--- config.mk ---
export PLATFORM = sky130hd
export DESIGN_NAME = keccak_rc_gen
export DESIGN_NICKNAME = d
export VERILOG_FILES = /design/src/rtl/keccak_rc_gen.sv
export SDC_FILE = /design/constraint.sdc
export NUM_CORES = 1
export LEC_CHECK = 0
export BUFFER_PORTS_ARGS = -buffer_cell sky130_fd_sc_hd__buf_4
export CAP_MARGIN = 15
export CORE_ASPECT_RATIO = 1.2
export CORE_MARGIN = 1
export CORE_UTILIZATION = 55
export DETAILED_ROUTE_END_ITERATION = 8
export PLACE_DENSITY = 0.86
export SLEW_MARGIN = 25
export SYNTH_ARGS = -nofsm -noshare
export SYNTH_HDL_FRONTEND = slang
export SYNTH_SLANG_ARGS = --single-unit
--- constraint.sdc ---
create_clock -name clk -period 3.35 [get_ports clk]
set_clock_uncertainty 0.2 [all_clocks]
set_input_delay 0.335 -clock clk [delete_from_list [all_inputs] [get_ports clk]]
set_output_delay 0.335 -clock clk [all_outputs]
set_load 0.005 [all_outputs]
--- src/rtl/keccak_rc_gen.sv ---
// Keccak-f[1600] iota round-constant generator: a bit-serial LFSR produces the
// seven live rc bits of each round, then the constant is held until accepted.
module keccak_rc_gen #(
  parameter int NROUNDS = 24
) (
  input  logic        clk,
  input  logic        rst_n,
  input  logic        start_i,
  input  logic        abort_i,
  input  logic        rc_ready_i,
  output logic [63:0] rc_o,
  output logic        rc_valid_o,
  output logic [4:0]  round_idx_o,
  output logic [7:0]  outR_o,
  output logic        last_o,
  output logic        busy_o,
  output logic        done_o
);

  // state | meaning
  // IDLE  | waiting for start (start is registered one cycle before launch)
  // GEN   | shifting one LFSR bit per cycle into rc (steps 0..6)
  // HOLD  | rc presented with rc_valid until rc_ready
  typedef enum logic [1:0] {IDLE, GEN, HOLD} state_e;

  localparam logic [4:0] LAST_IDX = 5'(NROUNDS - 1);

  state_e      state_q, state_d;
  logic        start_q, start_d;
  logic [2:0]  step_q, step_d;
  logic [4:0]  round_q, round_d;
  logic [63:0] rc_q, rc_d;
  logic [7:0]  lfsr_q, lfsr_d;
  logic        done_q, done_d;

  logic [7:0]  lfsr_next;
  logic [5:0]  bit_pos;
  logic        is_last;

  // x^8+x^6+x^5+x^4+1: feedback from R[7] into bits 0,4,5,6
  assign lfsr_next = {lfsr_q[6:0], 1'b0} ^ ({8{lfsr_q[7]}} & 8'h71);
  assign is_last   = (round_q == LAST_IDX);

  always_comb begin
    bit_pos = 6'd0;
    case (step_q)
      3'd0:    bit_pos = 6'd0;
      3'd1:    bit_pos = 6'd1;
      3'd2:    bit_pos = 6'd3;
      3'd3:    bit_pos = 6'd7;
      3'd4:    bit_pos = 6'd15;
      3'd5:    bit_pos = 6'd31;
      3'd6:    bit_pos = 6'd63;
      default: bit_pos = 6'd0;
    endcase
  end

  always_comb begin
    state_d = state_q;
    start_d = 1'b0;
    step_d  = step_q;
    round_d = round_q;
    rc_d    = rc_q;
    lfsr_d  = lfsr_q;
    done_d  = 1'b0;

    case (state_q)
      IDLE: begin
        if (start_q) begin
          state_d = GEN;
          step_d  = 3'd0;
          round_d = 5'd0;
          rc_d    = 64'd0;
          lfsr_d  = 8'h01;
        end else begin
          start_d = start_i;
        end
      end
      GEN: begin
        rc_d   = rc_q | (64'(lfsr_q[0]) << bit_pos);
        lfsr_d = lfsr_next;
        if (step_q == 3'd6) begin
          state_d = HOLD;
          step_d  = 3'd0;
        end else begin
          step_d = step_q + 3'd1;
        end
      end
      HOLD: begin
        if (rc_ready_i) begin
          if (is_last) begin
            state_d = IDLE;
            done_d  = 1'b1;
          end else begin
            state_d = GEN;
            round_d = round_q + 5'd1;
            rc_d    = 64'd0;
            step_d  = 3'd0;
          end
        end
      end
      default: state_d = IDLE;
    endcase

    if (abort_i) begin
      state_d = IDLE;
      start_d = 1'b0;
      done_d  = 1'b0;
      step_d  = 3'd0;
      rc_d    = 64'd0;
    end
  end

  always_ff @(posedge clk or negedge rst_n) begin
    if (!rst_n) begin
      state_q <= IDLE;
      start_q <= 1'b0;
      step_q  <= 3'd0;
      round_q <= 5'd0;
      rc_q    <= 64'd0;
      lfsr_q  <= 8'h01;
      done_q  <= 1'b0;
    end else begin
      state_q <= state_d;
      start_q <= start_d;
      step_q  <= step_d;
      round_q <= round_d;
      rc_q    <= rc_d;
      lfsr_q  <= lfsr_d;
      done_q  <= done_d;
    end
  end

  assign rc_o        = rc_q;
  assign rc_valid_o  = (state_q == HOLD);
  assign round_idx_o = round_q;
  assign outR_o      = lfsr_q;
  assign last_o      = (state_q == HOLD) && is_last;
  assign busy_o      = (state_q != IDLE);
  assign done_o      = done_q;

endmodule

# Word-level counts from Yosys, hierarchy flattened
# Cells that the tools add are included.
# word_totals
reg_bits,84
out_inout_bits,81
# classes
shift,1
add_sub_neg,2
bitwise_logic,2
n_reduce_logical,10
eq_ne,16
muxes,31
# op_table
op,count
64-bit 2-to-1 mux,4
64-bit case mux with 3 select lines,1
64-bit OR,1
1-bit by 6-bit left shift with 64-bit output,1
6-bit case mux with 6 select lines,1
8-bit case mux with 2 select lines,1
3-bit 2-to-1 mux,5
5-bit 2-to-1 mux,3
3-bit != test (second input constant),4
5-bit case mux with 2 select lines,1
3-bit equality test (second input constant),3
3-bit case mux with 3 select lines,1
1-bit 2-to-1 mux,8
2-bit 2-to-1 mux,4
8-bit 2-to-1 mux,1
4-bit AND reduction,2
8-bit by 7-bit XOR with 8-bit output,1
3-bit by 2-bit equality test with 1-bit output (second input constant),2
2-bit != test (second input constant),3
2-bit case mux with 3 select lines,1
2-bit nonzero test,3
5-bit by 1-bit adder with 5-bit output (second input constant),1
5-bit equality test (second input constant),1
4-bit nonzero test,1
other kinds (8),8

# Longest topological paths before layout
# Gate-level depths: netlist (run 1).
# logic_depth
depth_word,6
ltp_mapped,6
depth_no_buf,5

# Least setup slack after synthesis (run 1)
# Ideal clock, no wire load.
# synth_path
path_kind,reg2reg
startpoint,register round_q[0] (netlist: round_idx_o[0])
endpoint,register rc_q[1] (netlist: rc_o[1])
path_buffers,1
period_less_slack_ns,1.789
t_required_ns,3.028
arrival_time_ns,1.467
setup_time_ns,0.122
setup_slack_ns,1.561
path_stages_with_launch,7
path_cell_list,dfrtp_1 > ha_1 > nand4b_1 > a211o_1 > buf_2 > a41oi_1 > nor2_1
# synth_between
elab_chain_len,3
# synth_rtl
item,line,rtl
"start, declared",31,"logic [4:0] round_q, round_d;"
"start signal, assigned",127,round_q <= round_d;
5-bit equality test,42,assign is_last = (round_q == LAST_IDX);
3-bit != test (no source line),--,
4-bit AND reduction (no source line),--,
"end signal, assigned",128,rc_q <= rc_d;
"end, declared",32,"logic [63:0] rc_q, rc_d;"
# No other way between the ends.
# A chain may end at the register's enable or synchronous reset.

# Final worst setup path (run 1)
# layout_path
startpoint,register round_q[0] (netlist: round_idx_o[0])
endpoint,register rc_q[2] (netlist: rc_o[2])
# The elaborated chain is that of the path after synthesis.

==> metrics, run 1 <==
status complete, no violations; Worst R2R End rc_o[2]; FF-to-FF Start round_idx_o[0]; Logic pwr share a little under an eighth; Pwr Density 545 mW/mm^2; Yosys top cell area share about two thirds; Clock power frac 36.5%; Final #Nets 332; Cells on Worst Hold Path 2; vias post-DR a little over 2,000; Fin Setup TNS 0 ns; Mapped Cells 239; vias per inst 5.12; Crit Path Class reg2reg; Worst R2R Path Depth 5; number of I/O pins 86; CTS Sinks 84; CTS H-tree depth 3; starting density of the core between 50% and 60%; number of distinct library cells after synthesis 42; dpl hpwl 3800 um; first-pass GRT wire length 9680 um; compound-gate portion of the synthesized area ~7.5%; clock root buffer clkbuf_8; share of synthesized registers carrying an async set or reset 100%; total wire length 5670 um; Lkg Pwr 2.12 nW; Post-synth EDFFs 0; top_reg_cell synth dfrtp_1; top cells by area, synth dfrtp_1, and2_1, a22o_1; R2R Setup Slk ~0.87 ns; Final Slew Violations 0; # setup viols final 0; chip width roughly 70 um; Worst-path clk slew around 0.080 ns; Pint between 1.5 and 2 mW; Syn Std Cell Area 0.00306 mm^2; relative slew slack 44.3%; layout cell share with drive strength beyond 1 around a third; hold_ws 0.0331 ns; post-synthesis mux area share 0.654%; data arrival time of the critical path 2.56 ns; adder-cell share of the synthesized area 0.409%; worst-path fanout max 28; Finished Cell Area 0.00397 mm^2; Global Route Usage Sum 21.4%; Ys Warns 0; diode count 0; largest family of logic cells by synthesized area simple AND/OR/NAND/NOR gates; # DRC 0; placer congestion estimate 0.726; Switch Pwr about 540 uW; antenna viol nets, final 0; 1st-iter DRT viols 129; total power 2.16 mW; hold path start abort_i; Seq/Total Area, Yosys 68.7%; Seq pwr share 51.8%; Core Box Area 0.00533 mm^2; startpoint types flip-flop; CTS tree yes; synthesis-to-layout area growth 29.8%; initial antenna violation count 0; peak supply drop 0.361 mV; post-DR wirelength/cell 14.4 um; row cnt 29; # Post-CTS Setup Buffers 0; Sw Ratio between 20% and 30%; PortBufs 85; unrepaired setup endpoints after global routing no; register bit total from synthesis 84; Commonest cells post-synth dfrtp_1, and2_1, nand2_1; final core utilization 74.5%; Placed Area 0.00374 mm^2; length of the first detailed-routing pass in iterations 4; area leader, netlist dfrtp_1; post-CTS sizing 0; largest net degree at the start of global routing between 80 and 90; Die H 83.7 um; most frequent cell after synthesis dfrtp_1; number of global-route vias before repair 1,918; xor and xnor area share after synthesis 0.859%; type of the tightest min-delay check in2reg; Final Cycle Share 74.1%; Worst Path Required roughly 3.4 ns; max-cap violation count 0; Max Clock Freq 0.403 GHz; fin crit period 2.48 ns; Die Area between 0.005 and 0.006 mm^2; final hold viol count 0; clock latency on the worst-skew pair between 0.3 and 0.4 ns; grt ovf 0; Hold EP state_q[1]; Syn Area/Cell 12.8 um^2; CTS Buf Count 9; Worst Setup End Kind flip-flop; Worst-Margin Slew about 0.83 ns; deepest clock path buffer count 2; post-synthesis simple-gate area fraction about a fifth; synthesized net count 245
[worst max-delay path, stage by stage, from the launching register on]
cell      delay, ns
dfrtp_1        0.42
ha_1           0.21
nand4b_1       0.26
a211oi_4       0.80
buf_4          0.36
and2_1         0.16
[worst max-delay path by stage]
stage | startpoint | endpoint | cells past startpoint | slack, ns
2_1_floorplan | round_idx_o[0] | rc_o[1] | 6 | 1.56
3_3_place_gp | round_idx_o[0] | rc_o[35] | 5 | 0.94
3_5_place_dp | round_idx_o[0] | rc_o[35] | 5 | 0.87
4_1_cts | round_idx_o[0] | rc_o[2] | 5 | 0.85
5_1_grt | round_idx_o[0] | rc_o[19] | 5 | 0.66
6_report | round_idx_o[0] | rc_o[2] | 5 | 0.87
[layout make-up]
class                           instances  area (um^2)
Multi-Input combinational cell        138          883
Clock buffer                           10          138
Sequential cell                        84         2100
Timing Repair Buffer                   88          667
Tap cell                               62         77.6
Clock inverter                          6         86.3
Fill cell                             383         1360
Inverter                                5         18.8
[routing by layer]
layer  wire length (um)  global-route usage [%]
met1               2670                    30.8
met2               2650                    31.2
met3                303                    6.88
met4                 44                    6.55
met5                  0                       0
[power by group through the flow]
stage / registers (mW) / clock network [mW] / logic, mW
final: 1.12 / 0.790 / 0.254
after global routing: 1.13 / 0.849 / 0.284
after CTS: 1.12 / 0.808 / 0.258
after detailed placement: 1.14 / 0 / 0.255
after global placement: 1.14 / 0 / 0.248
after floorplan: 1.13 / 0 / 0.146
[stage by stage]
stage | setup WS [ns] | instances
floorplan | 1.56 | 239
global placement | 0.944 | 376
detailed placement | 0.873 | 376
CTS | 0.851 | 393
global route | 0.655 | 393
finish | 0.868 | 393
[placed cells by master (no fill, tap or decap), types with 3 or more instances in the layout]
| master | netlist | layout |
|---|---|---|
| or3_1 | 3 | 3 |
| inv_1 | 5 | 5 |
| a22o_1 | 6 | 6 |
| nand2_1 | 13 | 13 |
| and2_1 | 57 | 57 |
| clkbuf_8 | 0 | 10 |
| dfrtp_1 | 83 | 83 |
| buf_4 | 0 | 86 |
| nor2_1 | 6 | 6 |
| xor2_1 | 3 | 3 |
| a21oi_1 | 4 | 4 |
| o21ai_0 | 10 | 10 |
[kinds of logic after synthesis]
kind of cell | count (synthesis)
muxes | 2
xor gates and xnor gates | 3
adders and majority gates | 1
buffers and inverters | 17
AOI/OAI and AO/OA | 33
DFF | 84
and+or+nand+nor | 99
[timing repair]
action	in CTS	in global routing
hold buffers	1	0
endpoints found under the hold margin	42	0
endpoints found under the setup margin	0	0
[flip-flops by register name, summed over array words and instances (netlist names)]
| name | count |
|---|---|
| state_q | 2 |
| done_o | 1 |
| step_q | 3 |
| start_q | 1 |
| outR_o | 8 |
| round_idx_o | 5 |
| rc_o | 64 |
No activity file was read; power rests on OpenSTA's default activity.
==> run 2, diff against run 1 <==
Settings changed: CORE_UTILIZATION 55 to 51, PLACE_DENSITY 0.86 to 0.8.
Clock period 3.35 ns to 2.4 ns, I/O delays scaled along.
==> metrics, run 2 (synthesis results as in run 1) <==
layout cell share with drive strength beyond 1 33.5% (was 33.2%); Worst Path Required 2.45 ns (was 3.43 ns); Global Route Usage Sum 20.4% (was 21.4%); Worst-Margin Slew 0.525 ns (was 0.832 ns); vias post-DR 2,064 (was 2,012); peak supply drop 0.488 mV (was 0.361 mV); # DRC 0 (unchanged); CTS H-tree depth 3 (unchanged); Finished Layout Cells 417 (was 393); deepest clock path buffer count 2 (unchanged); worst setup margin 0.243 ns (was 0.868 ns); largest net degree at the start of global routing 48 (was 85); Worst-path clk slew 0.08 ns (about the same); PortBufs 85 (unchanged); 1st-iter DRT viols 149 (was 129); first-pass GRT wire length 9640 um (was 9680 um); R2R Setup Slk 0.24 ns (was 0.87 ns); FF-to-FF Start round_idx_o[0] (unchanged); post-DR wirelength/cell 14.2 um (was 14.4 um); clock latency on the worst-skew pair 0.34 ns (about the same); Crit Path Class reg2reg (unchanged); hold_ws 0.215 ns (was 0.0331 ns); Lkg Pwr 2.14 nW (was 2.12 nW); number of global-route vias before repair 1,973 (was 1,918); Die H 86.9 um (was 83.7 um); max FFs per register 64 (unchanged); length of the first detailed-routing pass in iterations 4 (unchanged); diode count 0 (unchanged); vias per inst 4.95 (was 5.12); grt ovf 0 (unchanged); Cells after DPL 397 (was 376); dpl ws 0.244 ns (was 0.873 ns); Final #Nets 338 (was 332); worst-path fanout max 12 (was 28); fin crit period 2.16 ns (was 2.48 ns); dpl hpwl 4120 um (was 3800 um); Finished Cell Area 0.00403 mm^2 (was 0.00397 mm^2); clock root buffer clkbuf_8 (unchanged); type of the tightest min-delay check in2async (was in2reg); relative slew slack 65.0% (was 44.3%); Worst R2R End rc_o[15] (was rc_o[2]); CTS Sinks 84 (unchanged); max-cap violation count 0 (unchanged); most frequent cells in the layout buf_4, dfrtp_1, and2_1 (unchanged); antenna viol nets, final 0 (unchanged); initial antenna violation count 0 (unchanged); Core Box Area 0.00571 mm^2 (was 0.00533 mm^2); unrepaired setup endpoints after global routing no (unchanged); Final Slew Violations 0 (unchanged); post-CTS sizing 0 (unchanged); Pwr Density 723 mW/mm^2 (was 545 mW/mm^2); Max Clock Freq 0.464 GHz (was 0.403 GHz); CTS tree yes (unchanged); row cnt 30 (was 29); Placed Area 0.00379 mm^2 (was 0.00374 mm^2); CTS Buf Count 9 (unchanged); total power 2.92 mW (was 2.16 mW); data arrival time of the critical path 2.21 ns (was 2.56 ns); final hold viol count 0 (unchanged); chip width 72.7 um (was 70.1 um); placer congestion estimate 0.782 (was 0.726); total wire length 5930 um (was 5670 um); Fin Setup TNS 0 ns (unchanged); final core utilization 70.7% (was 74.5%); status complete, no violations (unchanged); Final Cycle Share 89.9% (was 74.1%); leading cell type in the layout, fill and taps excluded buf_4 (unchanged); # setup viols final 0 (unchanged); Die Area 0.00632 mm^2 (was 0.00587 mm^2); synthesis-to-layout area growth 31.7% (was 29.8%); starting density of the core 53.6% (was 57.4%); Worst R2R Path Depth 5 (unchanged); Worst Setup End Kind flip-flop (unchanged); number of I/O pins 86 (unchanged); startpoint types flip-flop (unchanged)
==> run 2: cell count changes in the layout (fill, tap and decap cells not counted), sizes merged <==
cell,change
inv,+1
buf,+3
bufinv,-1
dlygate4sd3,+3
clkinv,+1
clkbuf,-1
==> run 2: layout make-up <==
type	instances	area, um^2
flip-flops and latches	84	2100
clock inverters	7	73.8
multi-input cells	138	883
well taps	80	100
repair buffers	94	728
inverters	5	18.8
fillers	439	1670
clock buffers	9	124
==> run 2: power by group <==
part | internal, mW | total [mW] | leakage [nW] | switching, mW
registers | 1.48 | 1.57 | 1.17 | 0.0807
clock network | 0.486 | 0.981 | 0.100 | 0.495
logic | 0.178 | 0.369 | 0.875 | 0.191
total | 2.15 | 2.92 | 2.14 | 0.767
==> run 2: how the worst max path moves through the flow <==
stage | from | endpoint | slack (ns) | cells past startpoint
after floorplan | round_idx_o[0] | rc_o[1] | 0.61 | 6
after global placement | round_idx_o[0] | rc_o[63] | 0.41 | 5
after detailed placement | round_idx_o[0] | rc_o[63] | 0.24 | 5
after CTS | round_idx_o[0] | rc_o[63] | 0.24 | 5
after global routing | round_idx_o[0] | rc_o[63] | 0.06 | 5
final | round_idx_o[0] | rc_o[15] | 0.24 | 5
==> run 2: repair_timing <==
| action | 4_1_cts | 5_1_grt |
|---|---|---|
| endpoints found under the hold margin | 44 | 0 |
| hold buffers | 4 | 0 |
| buffers inserted | 0 | 0 |
==> run 2: critical path: stages (launching register included) <==
cell,delay [ns]
dfrtp_1,0.42
ha_1,0.22
nand4b_1,0.29
a21oi_2,0.46
nand2b_1,0.22
o31ai_1,0.26
==> run 2: metal layers <==
layer / part of all wire, % / GRT usage [%]
met3: 4.7 / 5.32
met4: 1.5 / 8.38
met5: 0 / 0
met2: 47 / 31.1
met1: 47 / 28.1
==> run 3, diff against run 2 <==
Settings changed: CORE_UTILIZATION 51 to 46, PLACE_DENSITY 0.8 to 0.77, RECOVER_POWER set to 100.
Clock period 2.4 ns to 1.8 ns, I/O delays scaled along.
==> metrics, run 3 (synthesis results as in run 1) <==
first-pass GRT wire length 10,500 um (was 9640 um); Crit Path Class in2reg (was reg2reg); status finished, violations left (was complete, no violations); Worst-path clk slew 0.08 ns (about the same); Lkg Pwr 2.26 nW (was 2.14 nW); number of global-route vias before repair 2,146 (was 1,973); largest net degree at the start of global routing 35 (was 48); unrepaired setup endpoints after global routing yes (was no); chip width 76.5 um (was 72.7 um); CTS Sinks 84 (unchanged); relative slew slack 44.9% (was 65.0%); Final Slew Violations 0 (unchanged); number of I/O pins 86 (unchanged); clock latency on the worst-skew pair 0.34 ns (about the same); CTS Buf Count 9 (unchanged); peak supply drop 0.699 mV (was 0.488 mV); diode count 0 (unchanged); layout cell share with drive strength beyond 1 41.8% (was 33.5%); Fin Setup TNS -0.297 ns (was 0 ns); Die Area 0.00698 mm^2 (was 0.00632 mm^2); Core Box Area 0.00645 mm^2 (was 0.00571 mm^2); # DRC 0 (unchanged); post-DR wirelength/cell 14.8 um (was 14.2 um); Worst Path Required 1.87 ns (was 2.45 ns); vias per inst 4.87 (was 4.95); deepest clock path buffer count 2 (unchanged); CP delay by family, top buffers and inverters (was compound AO/OA/AOI/OAI gates); dpl hpwl 4140 um (was 4120 um); Final Cycle Share 102%; hold_ws 0.264 ns (was 0.215 ns); Max Clock Freq 0.542 GHz; Pwr Density 952 mW/mm^2 (was 723 mW/mm^2); worst setup margin -0.0444 ns (was 0.243 ns); Worst Setup End Kind flip-flop (unchanged); crit-path max cell delay 0.54 ns (was 0.46 ns); synthesis-to-layout area growth 43.7% (was 31.7%); 1st-iter DRT viols 83 (was 149); max FFs per register 64 (unchanged); leading cell type in the layout, fill and taps excluded dfrtp_1 (was buf_4); Crit-path slowest cell dlygate4sd3_1 (was a21oi_2); Die H 91.4 um (was 86.9 um); worst path cell trace dlygate4sd3_1 -> buf_4 -> and3b_2 -> a211oi_4 -> buf_6 -> buf_12 -> clkbuf_16 -> and2_1 (was ha_1 -> nand4b_1 -> a21oi_2 -> nand2b_1 -> o31ai_1); length of the first detailed-routing pass in iterations 4 (unchanged); initial antenna violation count 0 (unchanged); Worst-Margin Slew 0.827 ns (was 0.525 ns); most frequent cells in the layout dfrtp_1, clkbuf_4, and2_1 (was buf_4, dfrtp_1, and2_1); Global Route Usage Sum 19.6% (was 20.4%); starting density of the core 47.5% (was 53.6%); CTS tree yes (unchanged); # setup viols final 27 (was 0); max-cap violation count 0 (unchanged); clock root buffer clkbuf_8 (unchanged); data arrival time of the critical path 1.92 ns (was 2.21 ns); row cnt 32 (was 30); startpoint types primary input (was flip-flop); total wire length 6610 um (was 5930 um); CTS H-tree depth 3 (unchanged); placer congestion estimate 0.797 (was 0.782); vias post-DR 2,173 (was 2,064); antenna viol nets, final 0 (unchanged); worst-path fanout max 6 (was 12); failing checks setup timing; type of the tightest min-delay check in2async (unchanged); final hold viol count 0 (unchanged); fin crit period 1.84 ns; CP bufs+invs 5 (was 0); Final #Nets 362 (was 338); grt ovf 0 (unchanged); PortBufs 85 (unchanged)
-- run 3: changes by cell type in the layout (fill, tap and decap cells not counted), moves of 8 or more --
cell | before | now
clkbuf_1 | 0 | 11
and2_4 | 0 | 14
buf_6 | 0 | 8
clkbuf_4 | 0 | 62
buf_4 | 89 | 28
and2_1 | 57 | 43
-- run 3: report_power, final --
part | switching [mW] | total, mW | leakage [nW] | internal, mW
logic | 0.319 | 0.693 | 0.994 | 0.373
registers | 0.108 | 2.09 | 1.16 | 1.98
clock network | 0.619 | 1.40 | 0.105 | 0.784
-- run 3: layer usage --
metal / up-vias / global-route usage, % / part of all wire (%)
met5: - / 0 / 0
met4: 0 / 7.69 / 0.91
met3: 7 / 3.92 / 3.9
met2: 70 / 30.9 / 51
met1: 1068 / 26.6 / 44
li1: 1028 / - / -
-- run 3: worst reg2reg max path, stage by stage, from the launching register on --
cell	delay [ns]
dfrtp_1	0.36
ha_2	0.18
nand4b_1	0.10
buf_6	0.16
a211oi_4	0.20
buf_6	0.17
buf_12	0.13
clkbuf_16	0.14
and2_1	0.13
-- run 3: area by class of cell --
class | instances | area (um^2)
clock buffers | 12 | 135
clock inverters | 4 | 73.8
fillers | 456 | 2050
inverters | 5 | 18.8
multi-input cells | 138 | 965
flip-flops and latches | 84 | 2110
well taps | 85 | 106
repair buffers | 118 | 993
-- run 3: per-stage QoR --
stage          cells  util [%]  power, mW  setup slack, ns  cell area, um^2
2_1_floorplan    239         -       2.37           0.0107             3060
3_3_place_gp     412      60.3       2.64          -0.0215             3890
3_5_place_dp     412      60.3       2.66           -0.136             3890
4_1_cts          438      65.6       4.13          -0.0386             4230
5_1_grt          446      68.2       4.40           -0.104             4400
6_report         446      68.2       4.19          -0.0444             4400
-- run 3: worst paths after layout --
kind | startpoint | endpoint | slack, ns | cells past startpoint
max in group asynchronous | rst_n | rc_o[30] | 0.21 | 3
min in group clk | rc_o[48] | rc_o[48] | 0.29 | 1
setup reg to reg | round_idx_o[1] | rc_o[36] | -0.04 | 8
hold / removal | rst_n | outR_o[5] | 0.26 | 2
setup / recovery | rc_ready_i | rc_o[36] | -0.04 | 8
hold reg to reg | rc_o[48] | rc_o[48] | 0.29 | 1
-- run 3: what timing repair did --
item                                   in CTS  in global routing
gates cloned                                1                  4
pin swaps                                   4                 13
resized for setup                           9                 30
buffers inserted                            5                  4
hold buffers                                4                  0
setup endpoints to repair                  69                 72
endpoints found under the hold margin      71                  0
